<file path="src/rtl/adc_seq_pkg.sv">
// Shared widths and FSM state encoding for the ADC scan sequencer.
package adc_seq_pkg;
  localparam int CH_W     = 4;
  localparam int SAMPLE_W = 12;
  localparam int OUT_W    = CH_W + SAMPLE_W;
  localparam int OVR_W    = 8;

  localparam logic [2:0] ST_IDLE    = 3'd0;
  localparam logic [2:0] ST_SELECT  = 3'd1;
  localparam logic [2:0] ST_START   = 3'd2;
  localparam logic [2:0] ST_CONVERT = 3'd3;
  localparam logic [2:0] ST_EMIT    = 3'd4;
endpackage

</file>
<file path="src/rtl/adc_seq_tick_gen.sv">
// Sweep period counter: one-cycle tick every period+1 cycles while enabled.
// Registered count, combinational tick; no backpressure (ticks are never stalled).
module adc_seq_tick_gen #(
  parameter int PERIOD_W = 16
) (
  input  logic                clk,
  input  logic                rst_n,
  input  logic                enable,
  input  logic [PERIOD_W-1:0] period,
  output logic                tick
);
  logic [PERIOD_W-1:0] cnt_q, cnt_d;

  always_comb begin
    cnt_d = cnt_q;
    tick  = 1'b0;
    if (!enable) begin
      cnt_d = '0;
    end else if (cnt_q >= period) begin
      // >= so a period lowered below the running count still wraps at once
      cnt_d = '0;
      tick  = 1'b1;
    end else begin
      cnt_d = cnt_q + PERIOD_W'(1);
    end
  end

  always_ff @(posedge clk or negedge rst_n) begin
    if (!rst_n) cnt_q <= '0;
    else        cnt_q <= cnt_d;
  end
endmodule

</file>
<file path="src/rtl/adc_sequencer.sv">
// Periodic ascending sweep of enabled ADC channels; tick->conv_start 2 cycles, conv_done->out_valid 1 cycle.
// Result held in EMIT until out_ready; ticks arriving mid-sweep are dropped and counted as overrun.
module adc_sequencer
  import adc_seq_pkg::*;
#(
  parameter int NUM_CH   = 16,
  parameter int PERIOD_W = 16,
  parameter int TIMEOUT  = 255
) (
  input  logic                clk,
  input  logic                reset,
  input  logic                enable,
  input  logic [NUM_CH-1:0]   ch_mask,
  input  logic [PERIOD_W-1:0] period,
  input  logic                clear_status,
  output logic                conv_start,
  output logic [CH_W-1:0]     conv_channel,
  input  logic                conv_done,
  input  logic [SAMPLE_W-1:0] conv_sample,
  output logic                out_valid,
  input  logic                out_ready,
  output logic [OUT_W-1:0]    out_data,
  output logic                busy,
  output logic [OVR_W-1:0]    overrun_count,
  output logic                timeout_err
);
  localparam int              TMO_W    = $clog2(TIMEOUT + 1);
  localparam logic [TMO_W-1:0] TMO_LAST = TMO_W'(TIMEOUT - 1);

  logic                rst_sync_q;
  logic                tick;
  logic                more_work;
  logic [2:0]          state_q, state_d;
  logic [NUM_CH-1:0]   pending_q, pending_d;
  logic [CH_W-1:0]     ch_q, ch_d;
  logic [OUT_W-1:0]    data_q, data_d;
  logic [TMO_W-1:0]    tmo_q, tmo_d;
  logic [OVR_W-1:0]    ovr_q, ovr_d;
  logic                err_q, err_d;

  function automatic logic [CH_W-1:0] lowest_set(input logic [NUM_CH-1:0] v);
    lowest_set = '0;
    for (int i = NUM_CH - 1; i >= 0; i--) begin
      if (v[i]) lowest_set = CH_W'(i);
    end
  endfunction

  // Reset asserts asynchronously but releases one clock after the pin deasserts.
  always_ff @(posedge clk or negedge reset) begin
    if (!reset) rst_sync_q <= 1'b0;
    else        rst_sync_q <= 1'b1;
  end

  adc_seq_tick_gen #(.PERIOD_W(PERIOD_W)) u_tick (
    .clk    (clk),
    .rst_n  (rst_sync_q),
    .enable (enable),
    .period (period),
    .tick   (tick)
  );

  // Dropping enable mid-sweep abandons whatever is still pending.
  assign more_work = (pending_q != '0) && enable;

  always_comb begin
    state_d   = state_q;
    pending_d = pending_q;
    ch_d      = ch_q;
    data_d    = data_q;
    tmo_d     = tmo_q;
    ovr_d     = ovr_q;
    err_d     = err_q;
    case (state_q)
      ST_IDLE: begin
        if (tick && (ch_mask != '0)) begin
          pending_d = ch_mask;
          state_d   = ST_SELECT;
        end
      end
      ST_SELECT: begin
        ch_d      = lowest_set(pending_q);
        pending_d = pending_q & (pending_q - NUM_CH'(1));
        state_d   = ST_START;
      end
      ST_START: begin
        tmo_d   = '0;
        state_d = ST_CONVERT;
      end
      ST_CONVERT: begin
        if (conv_done) begin
          data_d  = {ch_q, conv_sample};
          state_d = ST_EMIT;
        end else if (tmo_q == TMO_LAST) begin
          err_d   = 1'b1;
          state_d = more_work ? ST_SELECT : ST_IDLE;
        end else begin
          tmo_d = tmo_q + TMO_W'(1);
        end
      end
      ST_EMIT: begin
        if (out_ready) state_d = more_work ? ST_SELECT : ST_IDLE;
      end
      default: state_d = ST_IDLE;
    endcase

    if (tick && (state_q != ST_IDLE) && (ovr_q != '1)) ovr_d = ovr_q + OVR_W'(1);
    if (clear_status) begin
      ovr_d = '0;
      err_d = 1'b0;
    end
  end

  always_ff @(posedge clk or negedge rst_sync_q) begin
    if (!rst_sync_q) begin
      state_q   <= ST_IDLE;
      pending_q <= '0;
      ch_q      <= '0;
      data_q    <= '0;
      tmo_q     <= '0;
      ovr_q     <= '0;
      err_q     <= 1'b0;
    end else begin
      state_q   <= state_d;
      pending_q <= pending_d;
      ch_q      <= ch_d;
      data_q    <= data_d;
      tmo_q     <= tmo_d;
      ovr_q     <= ovr_d;
      err_q     <= err_d;
    end
  end

  assign conv_start    = (state_q == ST_START);
  assign conv_channel  = ch_q;
  assign out_valid     = (state_q == ST_EMIT);
  assign out_data      = data_q;
  assign busy          = (state_q != ST_IDLE);
  assign overrun_count = ovr_q;
  assign timeout_err   = err_q;
endmodule

</file>
<file path="config.mk">
export PLATFORM = sky130hd
export DESIGN_NAME = adc_sequencer
export DESIGN_NICKNAME = d
export VERILOG_FILES = /design/src/rtl/adc_seq_pkg.sv /design/src/rtl/adc_seq_tick_gen.sv /design/src/rtl/adc_sequencer.sv
export SDC_FILE = /design/constraint.sdc
export NUM_CORES = 1
export LEC_CHECK = 0
export ABC_AREA = 1
export CELL_PAD_IN_SITES_DETAIL_PLACEMENT = 0
export CELL_PAD_IN_SITES_GLOBAL_PLACEMENT = 1
export CORE_ASPECT_RATIO = 1.25
export CORE_MARGIN = 5
export CORE_UTILIZATION = 41
export DETAILED_ROUTE_END_ITERATION = 6
export GPL_ROUTABILITY_DRIVEN = 0
export GPL_TIMING_DRIVEN = 0
export PLACE_DENSITY = 0.95
export SKIP_LAST_GASP = 1
export SYNTH_ARGS = -nofsm -noshare
export SYNTH_HDL_FRONTEND = slang
export SYNTH_SLANG_ARGS = --single-unit
</file>
<file path="constraint.sdc">
create_clock -name clk -period 5.4 [get_ports clk]
set_clock_uncertainty 0.1 [all_clocks]
set_input_delay 1.08 -clock clk [delete_from_list [all_inputs] [get_ports clk]]
set_output_delay 1.08 -clock clk [all_outputs]
set_load 0.01 [all_outputs]
</file>
==> impl_metrics.env, run 1 <==
export IMPL_reg2regPathDepth=12
export IMPL_io_pins=82
export IMPL_synth_area_leaders="dfrtp_1 43%, nand2_1 13%, inv_1 5.9%, ha_1 5.9%, nand3_1 5.0%"
export IMPL_cts_buffers=9
export IMPL_start_util_pct=42.0
export IMPL_nets=699
export IMPL_rsz0062_at_grt="false"
export IMPL_drc=0
export IMPL_crit_path_start_kind="primary input"
export IMPL_max_stage_delay_ns=0.45
export IMPL_register_area_mm2=0.00183
export IMPL_route_vias_total=3856
export IMPL_finalHoldViolCount=0
export IMPL_final_core_util_pct=54.7
export IMPL_clkLatencyLatePin_ns=0.33
export IMPL_fin_ws_ns=2.36
export IMPL_r2r_start="u_tick.cnt_q[1]$_DFF_PN0_"
export IMPL_cts_root_buf="clkbuf_16"
export IMPL_crit_required_ns=5.52
export IMPL_yosysWarningCount=0
export IMPL_post_route_min_period_ns=3.04
export IMPL_min_path_type="flop to async pin"
export IMPL_rr_endpoint="pending_q[10]$_DFFE_PN0P_"
export IMPL_slowest_stage="clkdlybuf4s50_1"
export IMPL_die_x_um=101
export IMPL_syn_nets=608
export IMPL_grt_pass1_wl_um=17100
export IMPL_cts_resized=0
export IMPL_switching_share_pct=36.7
export IMPL_slew_viol_final=0
export IMPL_seqPwrFrac_pct=35.0
export IMPL_grt_overflow=0
export IMPL_power_frac_comb_pct=39.5
export IMPL_syn_area_per_cell_um2=7.93
export IMPL_cp_common_cell="nand2_1"
export IMPL_synth_seq_cells=73
export IMPL_clock_sinks=73
export IMPL_die_h_um=124
export IMPL_path_depth=14
export IMPL_fmax_mhz=329
export IMPL_synth_top_area_share_pct=42.8
export IMPL_p_per_area_mw_per_mm2=427
export IMPL_vias_per_cell=5.05
export IMPL_irDropWorstVdd_mv=0.209
export IMPL_fin_tns_setup_ns=0
export IMPL_critPathTopFamily="simple AND/OR/NAND/NOR gates"
export IMPL_drt_iter0_drc=144
export IMPL_nFillCells=965
export IMPL_grt_usage_pct=17.2
export IMPL_synth_yosys_seq_area_share_pct=42.8
export IMPL_critical_path_buf_inv_count=3
export IMPL_synth_distinct_cells=39
export IMPL_ant_nets=0
export IMPL_place_worst_setup_slack_ns=2.02
export IMPL_coreArea_mm2=0.0102
export IMPL_ys_async_sr_fraction_pct=100
export IMPL_synth_most_common_cell="nand2_1"
export IMPL_leakage_nw=2.70
export IMPL_clk_path_buf_depth=2
export IMPL_grt_pass1_vias=3764
export IMPL_crit_path_end="pending_q[10]$_DFFE_PN0P_"
export IMPL_port_buffers=79
export IMPL_cts_hold_buf=0
export IMPL_cts_tree="yes"
export IMPL_postCtsSetupBuffers=0
export IMPL_htree_levels=3
export IMPL_syn_inst=538
export IMPL_dp_hpwl_um=8020
export IMPL_wirelength_um=10300
export IMPL_slew_headroom_pct=65.5
export IMPL_dieArea_mm2=0.0126
export IMPL_synth_edf_count=0
export IMPL_critical_path_cell_chain="clkdlybuf4s50_1, inv_1, ha_1, a21oi_1, nor2_1, o21ai_1, nand3_1, nand2_1, nand3_2, nand4_4, nand2_4, buf_6, nand2_1, nand2_1"
export IMPL_crit_start="period[1]"
export IMPL_finalSetupViolCount=0
export IMPL_clockPowerShare_pct=25.5
export IMPL_tightest_slew_ns=0.518
export IMPL_crit_type="primary input to flop"
export IMPL_multiInputGateArea_mm2=0.00210
export IMPL_num_antenna_cells=0
export IMPL_r2r_setup_slack_ns=3.20
export IMPL_wl_per_cell_um=13.5
export IMPL_p_int_mw=1.50
export IMPL_yosys_area_top_type="dfrtp_1"
export IMPL_synthTopCellsByCount="144 x nand2_1, 73 x dfrtp_1, 67 x inv_1, 53 x nor2_1, 43 x nand3_1"
export IMPL_grt_start_max_net_pins=66
export IMPL_dr_pass1_iters=5
export IMPL_status="complete, no violations"
export IMPL_area_growth_pct=30.3
export IMPL_synth_ff_type="dfrtp_1"
export IMPL_cp_data_arrival_time_ns=3.15
export IMPL_critPathCaptureType="flop"
export IMPL_clkSlewWorstSetupHoldPaths_ns=0.06
export IMPL_finalCritPeriodShare_pct=56.2
export IMPL_drv_cap=0
export IMPL_antenna_found_initial=0
export IMPL_rows=41
export IMPL_syn_area_mm2=0.00427
export IMPL_power_switching_mw=0.871
export IMPL_drive_gt1_share_pct=10.4
export IMPL_crit_fanout=10
## area by class of cell
type / instances / share of cell area (%)
Sequential cell: 73 / 32.9
Inverter: 75 / 5.07
Clock inverter: 4 / 0.923
Buffer: 11 / 1.01
Tap cell: 129 / 2.90
Timing Repair Buffer: 80 / 14.7
Clock buffer: 12 / 4.62
Multi-Input combinational cell: 379 / 37.8
## cell families after synthesis
group	count (synthesis)	synth area share (%)
fa+ha+maj	20	5.87
buf+inv	86	7.92
xor+xnor	9	1.85
compound gates	54	7.16
mux	13	3.43
flops	73	42.8
other cells	1	0.0879
simple gates	282	30.9
## routing by layer
layer | vias up | track usage [%] | wire [um]
met5 | - | 0 | 0
met4 | 0 | 6.15 | 159
met3 | 20 | 3.70 | 494
met2 | 92 | 30.2 | 5350
met1 | 1820 | 20.4 | 4320
li1 | 1924 | - | -
## power groups by stage
| stage | logic [mW] | clock network (mW) | registers (mW) |
|---|---|---|---|
| global placement | 0.912 | 0 | 0.837 |
| CTS | 0.949 | 0.621 | 0.830 |
| detailed placement | 0.944 | 0 | 0.837 |
| global route | 1.05 | 0.647 | 0.854 |
| floorplan | 0.542 | 0 | 0.854 |
| finish | 0.937 | 0.606 | 0.830 |
## how the worst min path moves through the flow
stage	start	to	slack, ns	cells after the start
after global placement	out_data[13]$_DFFE_PN0P_	out_data[13]$_DFFE_PN0P_	0.37	2
after floorplan	u_tick.cnt_q[0]$_DFF_PN0_	u_tick.cnt_q[0]$_DFF_PN0_	0.37	1
after global routing	rst_sync_q$_DFF_PN0_	pending_q[1]$_DFFE_PN0P_	0.07	0
after detailed placement	rst_sync_q$_DFF_PN0_	pending_q[1]$_DFFE_PN0P_	0.06	0
after CTS	rst_sync_q$_DFF_PN0_	pending_q[1]$_DFFE_PN0P_	0.06	0
final	rst_sync_q$_DFF_PN0_	pending_q[1]$_DFFE_PN0P_	0.05	0
## per-stage QoR
step	area (um2)	power (mW)	cells	hold WS, ns
2_1_floorplan	4270	1.40	538	0.372
3_3_place_gp	5220	1.75	746	0.373
3_5_place_dp	5250	1.78	747	0.0551
4_1_cts	5560	2.40	763	0.0619
5_1_grt	5560	2.55	763	0.0681
6_report	5560	2.37	763	0.0531
## state kept, by name, indices dropped and copies added (netlist names)
signal and cells:
out_data 16, pending_q 16, u_tick.cnt_q 16, overrun_count 8, tmo_q 8, conv_channel 4, state_q 3, rst_sync_q 1
timeout_err 1
## cell usage in the layout (no fill, tap or decap), types with 2 or more instances in the layout
master / netlist / routed
nand2_1: 144 / 144
clkdlybuf4s50_1: 0 / 79
dfrtp_1: 73 / 72
inv_1: 67 / 67
nor2_1: 53 / 53
nand3_1: 43 / 43
o21ai_0: 22 / 22
ha_1: 20 / 20
a21oi_1: 15 / 15
mux2_2: 13 / 13
nor3_1: 10 / 10
clkbuf_16: 0 / 9
inv_2: 7 / 7
xor2_1: 7 / 7
o31ai_1: 7 / 7
clkbuf_1: 5 / 6
nor2_2: 5 / 5
nand3_2: 4 / 4
nor3_2: 4 / 4
a31oi_1: 4 / 4
nor4_1: 4 / 4
nor4_2: 3 / 3
buf_2: 3 / 3
nand4_1: 3 / 3
nor3b_2: 2 / 2
xnor2_1: 2 / 2
nand2_2: 2 / 2
nand4_4: 2 / 2
o22ai_1: 2 / 2
clkbuf_8: 0 / 2
No activity file was read; power rests on OpenSTA's default activity.
==> run 2, diff against run 1 <==
--- a/config.mk
+++ b/config.mk
@@ -10,11 +10,11 @@
 export CELL_PAD_IN_SITES_GLOBAL_PLACEMENT = 1
 export CORE_ASPECT_RATIO = 1.25
 export CORE_MARGIN = 5
-export CORE_UTILIZATION = 41
+export CORE_UTILIZATION = 38
 export DETAILED_ROUTE_END_ITERATION = 6
 export GPL_ROUTABILITY_DRIVEN = 0
 export GPL_TIMING_DRIVEN = 0
-export PLACE_DENSITY = 0.95
+export PLACE_DENSITY = 0.9
 export SKIP_LAST_GASP = 1
 export SYNTH_ARGS = -nofsm -noshare
 export SYNTH_HDL_FRONTEND = slang
==> constraint.sdc (replaced) <==
create_clock -name clk -period 2.8 [get_ports clk]
set_clock_uncertainty 0.1 [all_clocks]
set_input_delay 0.56 -clock clk [delete_from_list [all_inputs] [get_ports clk]]
set_output_delay 0.56 -clock clk [all_outputs]
set_load 0.01 [all_outputs]
==> run 2 against run 1 <==
- hold slack improved by 0.067 ns
- wire length increased by 0.78%
- clock-buffer cell count decreased by 3
- critical path depth decreased by 1
- global-route usage decreased by 1.2 points
- first-iteration DRC count decreased by 2.8%
- total power increased by 91%
- register-to-register slack got worse by 2.6 ns
- die area increased by 7.2%
- critical endpoint is now pending_q[14]$_DFFE_PN0P_
- largest power group unchanged
==> impl_metrics.env, run 2 (same netlist as run 1, synthesis figures left out) <==
export IMPL_cts_tree="yes"
export IMPL_clkSlewWorstSetupHoldPaths_ns=0.06
export IMPL_irDropWorstVdd_mv=0.498
export IMPL_clk_path_buf_depth=2
export IMPL_coreArea_mm2=0.0110
export IMPL_p_int_mw=2.85
export IMPL_place_worst_setup_slack_ns=-0.0873
export IMPL_start_util_pct=38.7
export IMPL_r2r_setup_slack_ns=0.62
export IMPL_finalHoldViolCount=0
export IMPL_rsz0062_at_grt="false"
export IMPL_status="complete, no violations"
export IMPL_reg2regPathDepth=11
export IMPL_crit_fanout=10
export IMPL_cts_resized=0
export IMPL_min_path_type="flop to async pin"
export IMPL_whs_ns=0.120
export IMPL_finalSetupViolCount=0
export IMPL_clockPowerShare_pct=25.1
export IMPL_nets=699
export IMPL_cts_hold_buf=0
export IMPL_port_buffers=79
export IMPL_r2r_start="u_tick.cnt_q[15]$_DFF_PN0_"
export IMPL_nFillCells=1056
export IMPL_slowest_stage="clkdlybuf4s50_1"
export IMPL_multiInputGateArea_mm2=0.00210
export IMPL_wirelength_um=10400
export IMPL_dieArea_mm2=0.0135
export IMPL_io_pins=82
export IMPL_place_inst=753
export IMPL_clock_sinks=73
export IMPL_rr_endpoint="pending_q[14]$_DFFE_PN0P_"
export IMPL_cts_buffers=9
export IMPL_dr_pass1_iters=4
export IMPL_crit_required_ns=2.92
export IMPL_crit_path_start_kind="primary input"
export IMPL_switching_share_pct=37.2
export IMPL_drc=0
export IMPL_rows=43
export IMPL_critPathCaptureType="flop"
export IMPL_finalNonFillerCells=769
export IMPL_finalCritPeriodShare_pct=89.9
export IMPL_grt_usage_pct=16.0
export IMPL_critical_path_cell_chain="clkdlybuf4s50_1, inv_1, ha_1, nand2_1, inv_1, nand3_2, nor3_2, nand3_1, nand3_2, nand4_4, buf_4, nand3_1, nand2_1"
export IMPL_clkLatencyLatePin_ns=0.33
export IMPL_num_antenna_cells=0
export IMPL_ant_nets=0
export IMPL_die_h_um=128
export IMPL_leakage_nw=2.70
export IMPL_post_route_min_period_ns=2.52
export IMPL_p_per_area_mw_per_mm2=817
export IMPL_register_area_mm2=0.00183
export IMPL_fmax_mhz=397
export IMPL_grt_pass1_vias=3957
export IMPL_route_vias_total=3794
export IMPL_layout_common_cells="144 x nand2_1, 79 x clkdlybuf4s50_1, 72 x dfrtp_1, 67 x inv_1, 53 x nor2_1"
export IMPL_antenna_found_initial=0
export IMPL_postCtsSetupBuffers=0
export IMPL_tightest_slew_ns=0.542
export IMPL_drt_iter0_drc=140
export IMPL_fin_ws_ns=0.283
export IMPL_cts_root_buf="clkbuf_16"
export IMPL_slew_viol_final=0
export IMPL_crit_type="primary input to flop"
export IMPL_grt_overflow=0
export IMPL_final_common_cell="nand2_1"
export IMPL_cp_data_arrival_time_ns=2.64
export IMPL_vias_per_cell=4.93
export IMPL_die_x_um=105
export IMPL_dp_hpwl_um=8170
export IMPL_crit_path_end="pending_q[14]$_DFFE_PN0P_"
export IMPL_drive_gt1_share_pct=10.6
export IMPL_seqPwrFrac_pct=35.3
export IMPL_area_growth_pct=30.1
export IMPL_drv_cap=0
export IMPL_grt_pass1_wl_um=17800
export IMPL_wl_per_cell_um=13.5
export IMPL_slew_headroom_pct=63.9
export IMPL_htree_levels=3
export IMPL_power_switching_mw=1.69
export IMPL_crit_start="period[15]"
export IMPL_grt_start_max_net_pins=53
export IMPL_max_stage_delay_ns=0.46
export IMPL_power_frac_comb_pct=39.6
-- run 2: layout make-up --
cell class                      instances  area share [%]
Clock buffer                            9            4.06
Multi-Input combinational cell        379            37.9
Sequential cell                        73            33.0
Tap cell                              135            3.04
Timing Repair Buffer                   80            14.7
Clock inverter                          7            1.26
Buffer                                 11            1.01
Inverter                               75            5.07
-- run 2: worst max-delay path: cells and delay by family --
family | cells | cell delay (ns)
adders and majority gates | 1 | 0.29
buffers and inverters | 4 | 0.83
and+or+nand+nor | 8 | 0.94
-- run 2: how the worst min path moves through the flow --
stage	startpoint	to	slack [ns]	depth (start not counted)
after floorplan	reset	rst_sync_q$_DFF_PN0_	0.16	0
after global placement	out_data[13]$_DFFE_PN0P_	out_data[13]$_DFFE_PN0P_	0.37	2
after detailed placement	rst_sync_q$_DFF_PN0_	out_data[5]$_DFFE_PN0P_	0.13	0
after CTS	rst_sync_q$_DFF_PN0_	out_data[0]$_DFFE_PN0P_	0.13	0
after global routing	rst_sync_q$_DFF_PN0_	out_data[0]$_DFFE_PN0P_	0.15	0
final	rst_sync_q$_DFF_PN0_	out_data[5]$_DFFE_PN0P_	0.12	0
-- run 2: per-stage QoR --
step | total power, mW | TNS [ns] | area (um2) | util [%]
floorplan | 2.69 | 0 | 4270 | -
global placement | 3.38 | -25.39 | 5230 | 47.4
detailed placement | 3.42 | -0.924 | 5260 | 47.7
CTS | 4.59 | 0 | 5550 | 50.3
global route | 4.89 | 0 | 5550 | 50.3
finish | 4.53 | 0 | 5550 | 50.3
-- run 2: power by group through the flow --
stage	clock, mW	combinational (mW)	sequential [mW]
2_1_floorplan	0	1.05	1.65
3_3_place_gp	0	1.76	1.62
3_5_place_dp	0	1.81	1.61
4_1_cts	1.17	1.82	1.60
5_1_grt	1.22	2.02	1.64
6_report	1.14	1.80	1.60
-- run 2: routing by layer --
layer	routed length (um)	part of all wire, %	GRT usage (%)	vias up
met3	617	5.9	4.57	8
met1	4350	42	18.5	1766
met2	5340	51	28.6	95
met4	99	0.95	5.04	0
li1	-	-	-	1925
met5	0	0	0	-
